## config.mk

```make
export PLATFORM = sky130hd
export DESIGN_NAME = i2c_target
export DESIGN_NICKNAME = d
export VERILOG_FILES = /design/src/rtl/i2c_pkg.sv /design/src/rtl/i2c_line_sync.sv /design/src/rtl/i2c_target.sv
export SDC_FILE = /design/constraint.sdc
export NUM_CORES = 1
export LEC_CHECK = 0
export CAP_MARGIN = 10
export CORE_MARGIN = 5
export CORE_UTILIZATION = 60
export CTS_CLUSTER_SIZE = 12
export DETAILED_ROUTE_END_ITERATION = 6
export PLACE_DENSITY = 0.77
export SETUP_SLACK_MARGIN = 0.4
export SYNTH_ARGS = -nofsm -noshare
export SYNTH_HDL_FRONTEND = slang
export SYNTH_SLANG_ARGS = --single-unit
```

## constraint.sdc

```tcl
create_clock -name clk -period 3.95 [get_ports clk]
set_clock_uncertainty 0.1 [all_clocks]
set_input_delay 0.395 -clock clk [delete_from_list [all_inputs] [get_ports clk]]
set_output_delay 0.395 -clock clk [all_outputs]
set_load 0.03 [all_outputs]
```

## src/rtl/i2c_pkg.sv

```systemverilog
// Shared I2C definitions for the bus-side target.
// The master can reuse the line-level parts of this package.
package i2c_pkg;

    localparam int unsigned BYTE_BITS = 8;
    localparam logic        RW_READ   = 1'b1;

    typedef enum logic [3:0] {
        IDLE      = 4'd0,
        ADDR      = 4'd1,
        ACK_ADDR  = 4'd2,
        MEM       = 4'd3,
        ACK_MEM   = 4'd4,
        WRITE     = 4'd5,
        ACK_WRITE = 4'd6,
        READ      = 4'd7,
        WAIT_MACK = 4'd8,
        IGNORE    = 4'd9
    } target_state_t;

endpackage

```

## src/rtl/i2c_line_sync.sv

```systemverilog
// Synchronizes raw SCL/SDA and decodes SCL edges plus START/STOP conditions.
// START/STOP need the new SDA level held for two samples, so a one-clock SDA glitch is ignored.
module i2c_line_sync (
    input  logic clk,
    input  logic reset,
    input  logic scl_i,
    input  logic sda_i,
    output logic sda,
    output logic scl_rise_c,
    output logic scl_fall_c,
    output logic start_c,
    output logic stop_c
);

    logic [1:0] scl_sync;
    logic [1:0] sda_sync;
    logic       scl_prev;
    logic       sda_prev;
    logic       sda_prev2;

    // Bus idles high, so every stage presets to 1.
    always_ff @(posedge clk) begin
        if (reset) begin
            scl_sync  <= 2'b11;
            sda_sync  <= 2'b11;
            scl_prev  <= 1'b1;
            sda_prev  <= 1'b1;
            sda_prev2 <= 1'b1;
        end else begin
            scl_sync  <= {scl_sync[0], scl_i};
            sda_sync  <= {sda_sync[0], sda_i};
            scl_prev  <= scl_sync[1];
            sda_prev  <= sda_sync[1];
            sda_prev2 <= sda_prev;
        end
    end

    assign sda        = sda_sync[1];
    assign scl_rise_c = scl_sync[1] & ~scl_prev;
    assign scl_fall_c = ~scl_sync[1] & scl_prev;
    assign start_c    = scl_sync[1] & scl_prev & sda_prev2 & ~sda_prev & ~sda_sync[1];
    assign stop_c     = scl_sync[1] & scl_prev & ~sda_prev2 & sda_prev & sda_sync[1];

endmodule

```

## src/rtl/i2c_target.sv

```systemverilog
// I2C target: address + R/W, memory index, then data bytes against a byte register file.
// SDA is sampled on SCL rise and sda_oe only changes on SCL fall.
module i2c_target
    import i2c_pkg::*;
#(
    parameter logic [7:0]  TARGET_ADDR = 8'h01,
    parameter int unsigned MEM_DEPTH   = 64,
    parameter int unsigned MEM_AW      = 6
) (
    input  logic              clk,
    input  logic              reset,
    input  logic              scl_i,
    input  logic              sda_i,
    output logic              sda_oe,
    output logic              busy,
    output logic              wr_strobe,
    output logic [MEM_AW-1:0] wr_addr,
    output logic [7:0]        wr_data,
    input  logic [MEM_AW-1:0] dbg_addr,
    output logic [7:0]        dbg_data,
    output logic [3:0]        target_state
);

    logic sda, scl_rise_c, scl_fall_c, start_c, stop_c;

    i2c_line_sync u_line_sync (
        .clk        (clk),
        .reset      (reset),
        .scl_i      (scl_i),
        .sda_i      (sda_i),
        .sda        (sda),
        .scl_rise_c (scl_rise_c),
        .scl_fall_c (scl_fall_c),
        .start_c    (start_c),
        .stop_c     (stop_c)
    );

    target_state_t        state, state_n;
    logic [3:0]           cnt, cnt_n;
    logic [BYTE_BITS-1:0] shreg, shreg_n;
    logic                 rw, rw_n;
    logic [MEM_AW-1:0]    ptr, ptr_n;
    logic                 sda_oe_n, busy_n, we;
    logic [BYTE_BITS-1:0] mem [MEM_DEPTH];
    logic [BYTE_BITS-1:0] byte_in, rd_byte;
    logic [MEM_AW-1:0]    ptr_inc;

    assign byte_in      = {shreg[BYTE_BITS-2:0], sda};
    assign rd_byte      = mem[ptr];
    assign ptr_inc      = (ptr == MEM_AW'(MEM_DEPTH - 1)) ? '0 : ptr + MEM_AW'(1);
    assign dbg_data     = mem[dbg_addr];
    assign target_state = state;

    always_ff @(posedge clk) begin
        if (reset) begin
            state     <= IDLE;
            cnt       <= '0;
            shreg     <= '0;
            rw        <= 1'b0;
            ptr       <= '0;
            sda_oe    <= 1'b0;
            busy      <= 1'b0;
            wr_strobe <= 1'b0;
            wr_addr   <= '0;
            wr_data   <= '0;
        end else begin
            state     <= state_n;
            cnt       <= cnt_n;
            shreg     <= shreg_n;
            rw        <= rw_n;
            ptr       <= ptr_n;
            sda_oe    <= sda_oe_n;
            busy      <= busy_n;
            wr_strobe <= we;
            if (we) begin
                wr_addr <= ptr;
                wr_data <= byte_in;
            end
        end
    end

    // Single write port; dbg reads see the pre-write value in the write cycle.
    always_ff @(posedge clk) begin
        if (reset) begin
            for (int unsigned i = 0; i < MEM_DEPTH; i++) mem[i] <= '0;
        end else if (we) begin
            mem[ptr] <= byte_in;
        end
    end

    always_comb begin
        state_n  = state;
        cnt_n    = cnt;
        shreg_n  = shreg;
        rw_n     = rw;
        ptr_n    = ptr;
        sda_oe_n = sda_oe;
        busy_n   = busy;
        we       = 1'b0;
        if (stop_c) begin
            state_n  = IDLE;
            cnt_n    = '0;
            sda_oe_n = 1'b0;
            busy_n   = 1'b0;
        end else if (start_c) begin
            state_n  = ADDR;
            cnt_n    = '0;
            sda_oe_n = 1'b0;
        end else begin
            unique case (state)
                IDLE: ;
                ADDR: if (scl_rise_c) begin
                    if (cnt == 4'(BYTE_BITS)) begin
                        cnt_n = '0;
                        if (shreg == TARGET_ADDR) begin
                            state_n = ACK_ADDR;
                            rw_n    = sda;
                            busy_n  = 1'b1;
                        end else begin
                            state_n = IGNORE;
                            busy_n  = 1'b0;
                        end
                    end else begin
                        shreg_n = byte_in;
                        cnt_n   = cnt + 4'd1;
                    end
                end
                MEM: if (scl_rise_c) begin
                    if (cnt == 4'(BYTE_BITS - 1)) begin
                        cnt_n = '0;
                        if ({1'b0, byte_in} < 9'(MEM_DEPTH)) begin
                            state_n = ACK_MEM;
                            ptr_n   = MEM_AW'(byte_in);
                        end else begin
                            state_n = IGNORE;
                            busy_n  = 1'b0;
                        end
                    end else begin
                        shreg_n = byte_in;
                        cnt_n   = cnt + 4'd1;
                    end
                end
                WRITE: if (scl_rise_c) begin
                    if (cnt == 4'(BYTE_BITS - 1)) begin
                        we      = 1'b1;
                        cnt_n   = '0;
                        state_n = ACK_WRITE;
                    end else begin
                        shreg_n = byte_in;
                        cnt_n   = cnt + 4'd1;
                    end
                end
                // cnt=0: first fall drives the ACK low; cnt=1: next fall ends the slot.
                ACK_ADDR, ACK_MEM, ACK_WRITE: if (scl_fall_c) begin
                    if (cnt == 4'd0) begin
                        sda_oe_n = 1'b1;
                        cnt_n    = 4'd1;
                    end else begin
                        cnt_n    = '0;
                        sda_oe_n = 1'b0;
                        if (state == ACK_ADDR) begin
                            state_n = MEM;
                        end else if (state == ACK_WRITE) begin
                            state_n = WRITE;
                            ptr_n   = ptr_inc;
                        end else if (rw == RW_READ) begin
                            state_n  = READ;
                            sda_oe_n = ~rd_byte[BYTE_BITS-1];
                        end else begin
                            state_n = WRITE;
                        end
                    end
                end
                // cnt counts bits already clocked out; the next fall drives bit 7-cnt.
                READ: begin
                    if (scl_rise_c) begin
                        cnt_n = cnt + 4'd1;
                    end else if (scl_fall_c) begin
                        if (cnt == 4'(BYTE_BITS)) begin
                            sda_oe_n = 1'b0;
                            cnt_n    = '0;
                            state_n  = WAIT_MACK;
                        end else begin
                            sda_oe_n = ~rd_byte[3'(BYTE_BITS - 1) - cnt[2:0]];
                        end
                    end
                end
                WAIT_MACK: if (scl_rise_c) begin
                    cnt_n = '0;
                    if (!sda) begin
                        state_n = READ;
                        ptr_n   = ptr_inc;
                    end else begin
                        state_n = IGNORE;
                        busy_n  = 1'b0;
                    end
                end
                IGNORE: begin
                    sda_oe_n = 1'b0;
                    busy_n   = 1'b0;
                end
                default: state_n = IDLE;
            endcase
        end
    end

endmodule

```

==> metrics.md, run 1 <==
| Metric | Value |
|---|---|
| Share of layout cells above drive strength 1 | `0.256` |
| Antenna cell count | `0` |
| Max clock buf depth | `3` |
| Area delta synth->final | `9.14%` |
| Post-synthesis cell count | `between 2000 and 2500` |
| Die Footprint | `about 56000 µm²` |
| Final layout net count | `~2100` |
| Worst rel slew slack | `0.275` |
| CP peak stage delay | `0.97 ns` |
| First-pass DRT Iterations | `6` |
| Clock sink count | `approximately 570` |
| Worst setup slack after layout | `0.399 ns` |
| Fin crit period | `between 3 and 4 ns` |
| Filler cell count | `~3400` |
| # placed instances | `2740` |
| Syn nets | `2192` |
| Initial core utilization | `0.609` |
| Root Buffer | `clkbuf_16` |
| Fin. max-slew vios | `0` |
| Synth Area per Inst | `roughly 14 µm²` |
| Worst-Skew Late Latency | `0.64 ns` |
| Pin count of the biggest net entering global routing | `just under 70` |
| Worst-Margin Slew | `approximately 1.1 ns` |
| IO Port Bufs | `38` |
| RSZ-0062 raised after global routing | `false` |
| All-layer global routing usage | `0.324` |
| Vias in the first global route | `between 20000 and 25000` |
| Die height | `between 200 and 250 µm` |
| Worst Setup End Kind | `flop` |
| Worst hold start | `reset` |
| Tcrit/Tclk final | `0.899` |
| CP Cell Sequence | `clkinv_1 -> mux4_2 -> o22ai_1 -> a311oi_1 -> a221oi_2 -> a31o_1` |
| Hold crit path type | `in2reg` |
| Crit path to | `sda_oe` |
| Iter 0 DRT Violations | `around 3700` |
| Pwr Density | `between 400 and 500 nW/µm²` |
| Endpoints failing setup | `0` |
| Place WS | `around 0.43 ns` |
| Sequential-to-total area share from yosys stat | `0.536` |
| First-pass GRT wire length | `between 100 and 150 mm` |
| FF-to-FF setup slack | `around 0.4 ns` |
| Congestion Overflow GR | `0` |
| Core Footprint | `a little over 50000 µm²` |
| Leakage Power | `between 10 and 15 nW` |
| Reg-to-Reg End | `sda_oe` |
| Highest clock rate | `~280 MHz` |
| Register Area | `16500 µm²` |
| Worst Path Max Fanout | `25` |
| Library cells used by synthesis | `71` |
| Family with the most delay on the worst path | `buffers and inverters` |
| Startpoint Class | `flop` |
| Status | `finished clean` |
| Yosys reg bits | `565` |
| Crit path DAT | `approximately 4.0 ns` |
| Row cnt | `approximately 80` |
| Peak VDD IR | `between 0.3 and 0.4 mV` |
| Critical-path top delay cell | `clkinv_1` |
| DRC | `0` |
| Area of the mapped netlist | `approximately 31000 µm²` |
| MaxCap Viol Count | `0` |
| Endpoints failing hold | `0` |
| TritonCTS Buffers | `60` |
| Die Wd | `236 µm` |
| Crit path kind | `reg2reg` |
| GP Congestion | `0.979` |
| IO Pins | `39` |
| Multi-input logic area | `13200 µm²` |
| Most common cell after layout, fill and taps aside | `edfxtp_1` |
| Routed len/inst | `around 32 µm` |
| # H-tree levels | `2` |
| Post-synth ARST share | `0` |
| CTS tree | `done` |
| Critical path required time | `roughly 4.4 ns` |
| Via density | `between 7 and 8` |
| Via count | `just over 20000` |
| Levels on crit path | `6` |
| R2R depth | `6` |
| Post-Route WL | `91.0 mm` |
| Setup TNS | `0 ns` |
| Detail Route Antenna Nets | `0` |
| Initial antenna violation count | `3` |
| Main synth FF type | `edfxtp_1` |
| HPWL Detailed | `approximately 61 mm` |
| Most frequent cells in the layout | `edfxtp_1, and2_1, mux4_2, nor3_1, nor2_1` |
| Post-Layout Cell Count | `~2900` |
| Clock transition at path regs | `about 0.06 ns` |
| Number of synthesized flops with an enable pin | `between 500 and 600` |
| Ys Warns | `0` |
| Worst Path Buf+Inv | `1` |
registers in the layout (all words and copies together), names as in the netlist, named ones only:
signal / flops
busy: 1
u_line_sync.sda_prev: 1
shreg: 8
rw: 1
ptr: 6
u_line_sync.sda_sync: 2
u_line_sync.scl_sync: 2
u_line_sync.sda_prev2: 1
mem: 512
wr_data: 8
u_line_sync.scl_prev: 1
wr_addr: 6
cnt: 4
sda_oe: 1
wr_strobe: 1
target_state: 4
per-layer routing:
metal  routed length [µm]  up-vias  share of wire  GRT usage
met5                   41        -        0.00045          0
met4                 4930        6          0.054      0.137
met3                12700      295           0.14     0.0897
met2                42000     1715           0.46      0.499
met1                31300    10300           0.34      0.443
li1                     -     8315              -          -
cell usage after synthesis, types with 9 or more instances:
master	count	area, µm²
nand3_1	25	125
nand3b_1	9	67.6
nand2_1	87	327
a21oi_1	32	160
nand2b_1	11	68.8
or2_2	74	463
mux4_2	289	6510
nand4_1	10	62.6
dfxtp_1	53	1060
buf_4	14	105
nor3_1	147	736
clkbuf_1	145	544
buf_2	26	130
mux2i_1	40	400
nor2_1	110	413
nor2b_1	9	56.3
a22oi_1	14	105
and2_1	384	2400
buf_6	11	124
buf_1	12	45.0
edfxtp_1	512	15400
o21ai_0	14	70.1
inv_1	13	48.8
timing repair:
| action | in CTS | in global routing |
|---|---|---|
| hold buffers | 0 | 0 |
| endpoints found under the hold margin | 0 | 0 |
| endpoints found under the setup margin | 0 | 261 |
| gates resized for setup | 0 | 11 |
| buffers inserted | 0 | 2 |
worst min path at each step:
| stage | depth (start not counted) | slack (ns) | to |
|---|---|---|---|
| global route | 2 | 0.06 | shreg[1] |
| finish | 2 | 0.05 | shreg[0] |
| floorplan | 1 | 0.29 | u_line_sync.scl_sync[1] |
| detailed placement | 1 | 0.30 | u_line_sync.scl_sync[1] |
| global placement | 1 | 0.30 | u_line_sync.scl_sync[1] |
| CTS | 2 | 0.03 | shreg[0] |
through the flow:
stage | area (µm²) | total power, W | hold slack (ns) | util
floorplan | 30700 | 0.00819 | 0.289 | -
CTS | 33400 | 0.0140 | 0.0305 | 0.663
detailed placement | 31600 | 0.00876 | 0.296 | 0.627
global route | 33500 | 0.0144 | 0.0574 | 0.664
global placement | 31600 | 0.00872 | 0.297 | 0.627
finish | 33500 | 0.0141 | 0.0521 | 0.664
cells by family (layout without fill, tap and decap cells):
family          after synthesis  after routing  share of synthesized area
compound gates              141            141                     0.0325
fa+ha+maj                     6              6                    0.00245
buf+inv                     229            232                     0.0344
flops                       565            565                      0.536
mux                         341            341                      0.234
simple gates                894            894                      0.161
layout make-up:
cell class,instances,share of cell area
clock buffer,79,0.0484
tap,672,0.0251
multi-input combinational,1382,0.394
timing repair buffer,106,0.0320
sequential,565,0.492
inverter,17,0.00198
clock inverter,30,0.00654
power by group:
| group | internal, W | switching, W |
|---|---|---|
| Combinational | 0.000804 | 0.000961 |
| Sequential | 0.00672 | 0.000203 |
| Clock | 0.00301 | 0.00237 |
| Total | 0.0105 | 0.00353 |
worst reg2reg max path: stages, from the launching register on:
cell and delay (ns):
dfxtp_4 0.62, clkinv_1 0.99, mux4_2 0.91, o22ai_1 0.18, a311oi_1 0.19, a221oi_2 0.32, a31o_1 0.18
No activity file was read; power rests on OpenSTA's default activity.
==> run 2: changes to the inputs <==
Settings changed: CORE_UTILIZATION 60 to 50, PLACE_DENSITY 0.77 to 0.66.
==> run 2 against run 1 <==
Routed wire length rose by 1.8%. Maximum frequency rose by 3.1%. Via count fell by 2.5%. Combinational power barely moved. Count of clock-buffer cells in the layout rose by 5. First-iteration DRC count fell by 23%. Final area rose by 0.94%. Non-clock buffer count rose by 21. Sequential share of layout area fell by 0.46 points.
==> metrics.md, run 2 (synthesized netlist as in run 1, its figures left out) <==
| Metric | Value |
|---|---|
| IO Pins | `39` |
| Most frequent cells in the layout | `edfxtp_1, and2_1, mux4_2, nor3_1, nor2_1` |
| MaxCap Viol Count | `0` |
| Iter 0 DRT Violations | `2858` |
| Post-route design area | `around 34000 µm²` |
| Die height | `roughly 260 µm` |
| HPWL Detailed | `around 64 mm` |
| Pin count of the biggest net entering global routing | `69` |
| Post-Route WL | `between 90 and 100 mm` |
| All-layer global routing usage | `0.276` |
| GRT Max-Usage Layer | `met2` |
| Die Wd | `258 µm` |
| Setup TNS | `0 ns` |
| Clock sink count | `approximately 570` |
| Clock transition at path regs | `0.06 ns` |
| Leakage Power | `approximately 11 nW` |
| Switching share of power | `0.248` |
| Placed Area | `around 32000 µm²` |
| Worst-Margin Slew | `just under 1 ns` |
| Vias in the first global route | `just under 20000` |
| Fin crit period | `approximately 3.4 ns` |
| GP Congestion | `just under 1` |
| Routed len/inst | `just over 30 µm` |
| Max reg flops | `roughly 510` |
| Max clock buf depth | `3` |
| Area delta synth->final | `10.2%` |
| Detail Route Antenna Nets | `0` |
| Fin. max-slew vios | `0` |
| Int Power | `~0.011 W` |
| Layout Utilization | `0.558` |
| Startpoint Class | `primary input` |
| Highest clock rate | `between 200 and 300 MHz` |
| Worst Setup End Kind | `output port` |
| Switching pwr | `approximately 0.0036 W` |
| Peak VDD IR | `between 0.4 and 0.5 mV` |
| Sequential power share | `0.486` |
| Endpoints failing setup | `0` |
| IO Port Bufs | `38` |
| Hold crit path type | `in2reg` |
| Via density | `6.74` |
| Endpoints failing hold | `0` |
| Met1 usage in global routing | `0.384` |
| RSZ-0062 raised after global routing | `false` |
| Worst Path Max Fanout | `37` |
| Root Buffer | `clkbuf_16` |
| Row cnt | `90` |
| TritonCTS Buffers | `between 60 and 70` |
| Clock power frac | `0.392` |
| Via count | `a little over 20000` |
| Critical path required time | `between 3 and 4 ns` |
| Initial antenna violation count | `5` |
| Crit path kind | `in2out` |
| Initial core utilization | `0.506` |
| Pwr Density | `between 400 and 500 nW/µm²` |
| CTS tree | `done` |
| Largest register by flop count | `mem` |
| Met3 Usage GRT | `0.0569` |
| Worst rel slew slack | `0.352` |
| Logic pwr share | `0.122` |
| Crit path DAT | `~3.0 ns` |
| Worst-Skew Late Latency | `between 0.6 and 0.7 ns` |
| Die Footprint | `approximately 66000 µm²` |
| Tcrit/Tclk final | `0.872` |
| Status | `finished clean` |
| Core Footprint | `60600 µm²` |
| Setup repair bufs after CTS | `0` |
| Final layout net count | `between 2000 and 2500` |
| Congestion Overflow GR | `0` |
| Met2 usage | `0.439` |
| Largest regs | `mem x512, shreg x8, wr_data x8` |
| DRC | `0` |
| Share of layout cells above drive strength 1 | `0.262` |
| Most common cell after layout, fill and taps aside | `edfxtp_1` |
| # H-tree levels | `2` |
| First-pass DRT Iterations | `5` |
| First-pass GRT wire length | `between 100 and 150 mm` |
## run 2: area by class of cell
| class | instances | area, µm² |
|---|---|---|
| Timing Repair Buffer | 127 | 1170 |
| Sequential cell | 565 | 16500 |
| Clock inverter | 26 | 215 |
| Tap cell | 782 | 978 |
| Antenna cell | 1 | 2.50 |
| Clock buffer | 84 | 1710 |
| Multi-Input combinational cell | 1382 | 13200 |
| Inverter | 17 | 63.8 |
| Fill cell | 4855 | 26800 |
## run 2: through the flow
stage	hold WS, ns	power, W	worst slack, ns	std cells
2_1_floorplan	0.289	0.00819	0.919	2176
3_3_place_gp	0.302	0.00876	0.478	2872
3_5_place_dp	0.301	0.00879	0.445	2872
4_1_cts	0.208	0.0143	0.454	2983
5_1_grt	0.246	0.0147	0.412	2983
6_report	0.228	0.0143	0.505	2984
## run 2: path summary, 6_finish.rpt
| check | slack (ns) | from | cells past startpoint | to |
|---|---|---|---|---|
| worst max-delay path | 0.51 | dbg_addr[0] | 6 | dbg_data[5] |
| worst min-delay path | 0.23 | scl_i | 2 | u_line_sync.scl_sync[0] |
| worst max register to register | 0.55 | flop | 8 | sda_oe |
| worst min register to register | 0.31 | u_line_sync.sda_sync[0] | 1 | u_line_sync.sda_sync[1] |
## run 2: power groups by stage
stage               Clock [W]  Combinational, W  Sequential, W
floorplan                   0           0.00129        0.00690
global placement            0           0.00170        0.00707
detailed placement          0           0.00172        0.00707
CTS                   0.00564           0.00172        0.00695
global route          0.00591           0.00182        0.00697
finish                0.00561           0.00174        0.00696
## run 2: what timing repair did
| action | in CTS | in global routing |
|---|---|---|
| endpoints found under the hold margin | 5 | 0 |
| endpoints found under the setup margin | 0 | 4 |
| hold buffers | 1 | 0 |
| resized for setup | 0 | 1 |
## run 2: layer usage
metal | vias to the layer above | share of wire
met1 | 10300 | 0.38
met2 | 1210 | 0.47
met3 | 205 | 0.10
met4 | 6 | 0.040
li1 | 8359 | -
met5 | - | 0.00030
## run 2: worst max-delay path, cell delays in order
cell and delay [ns]:
buf_8 0.34, buf_12 0.26, mux4_2 0.54, mux4_2 0.58, mux4_2 0.54, buf_4 0.19
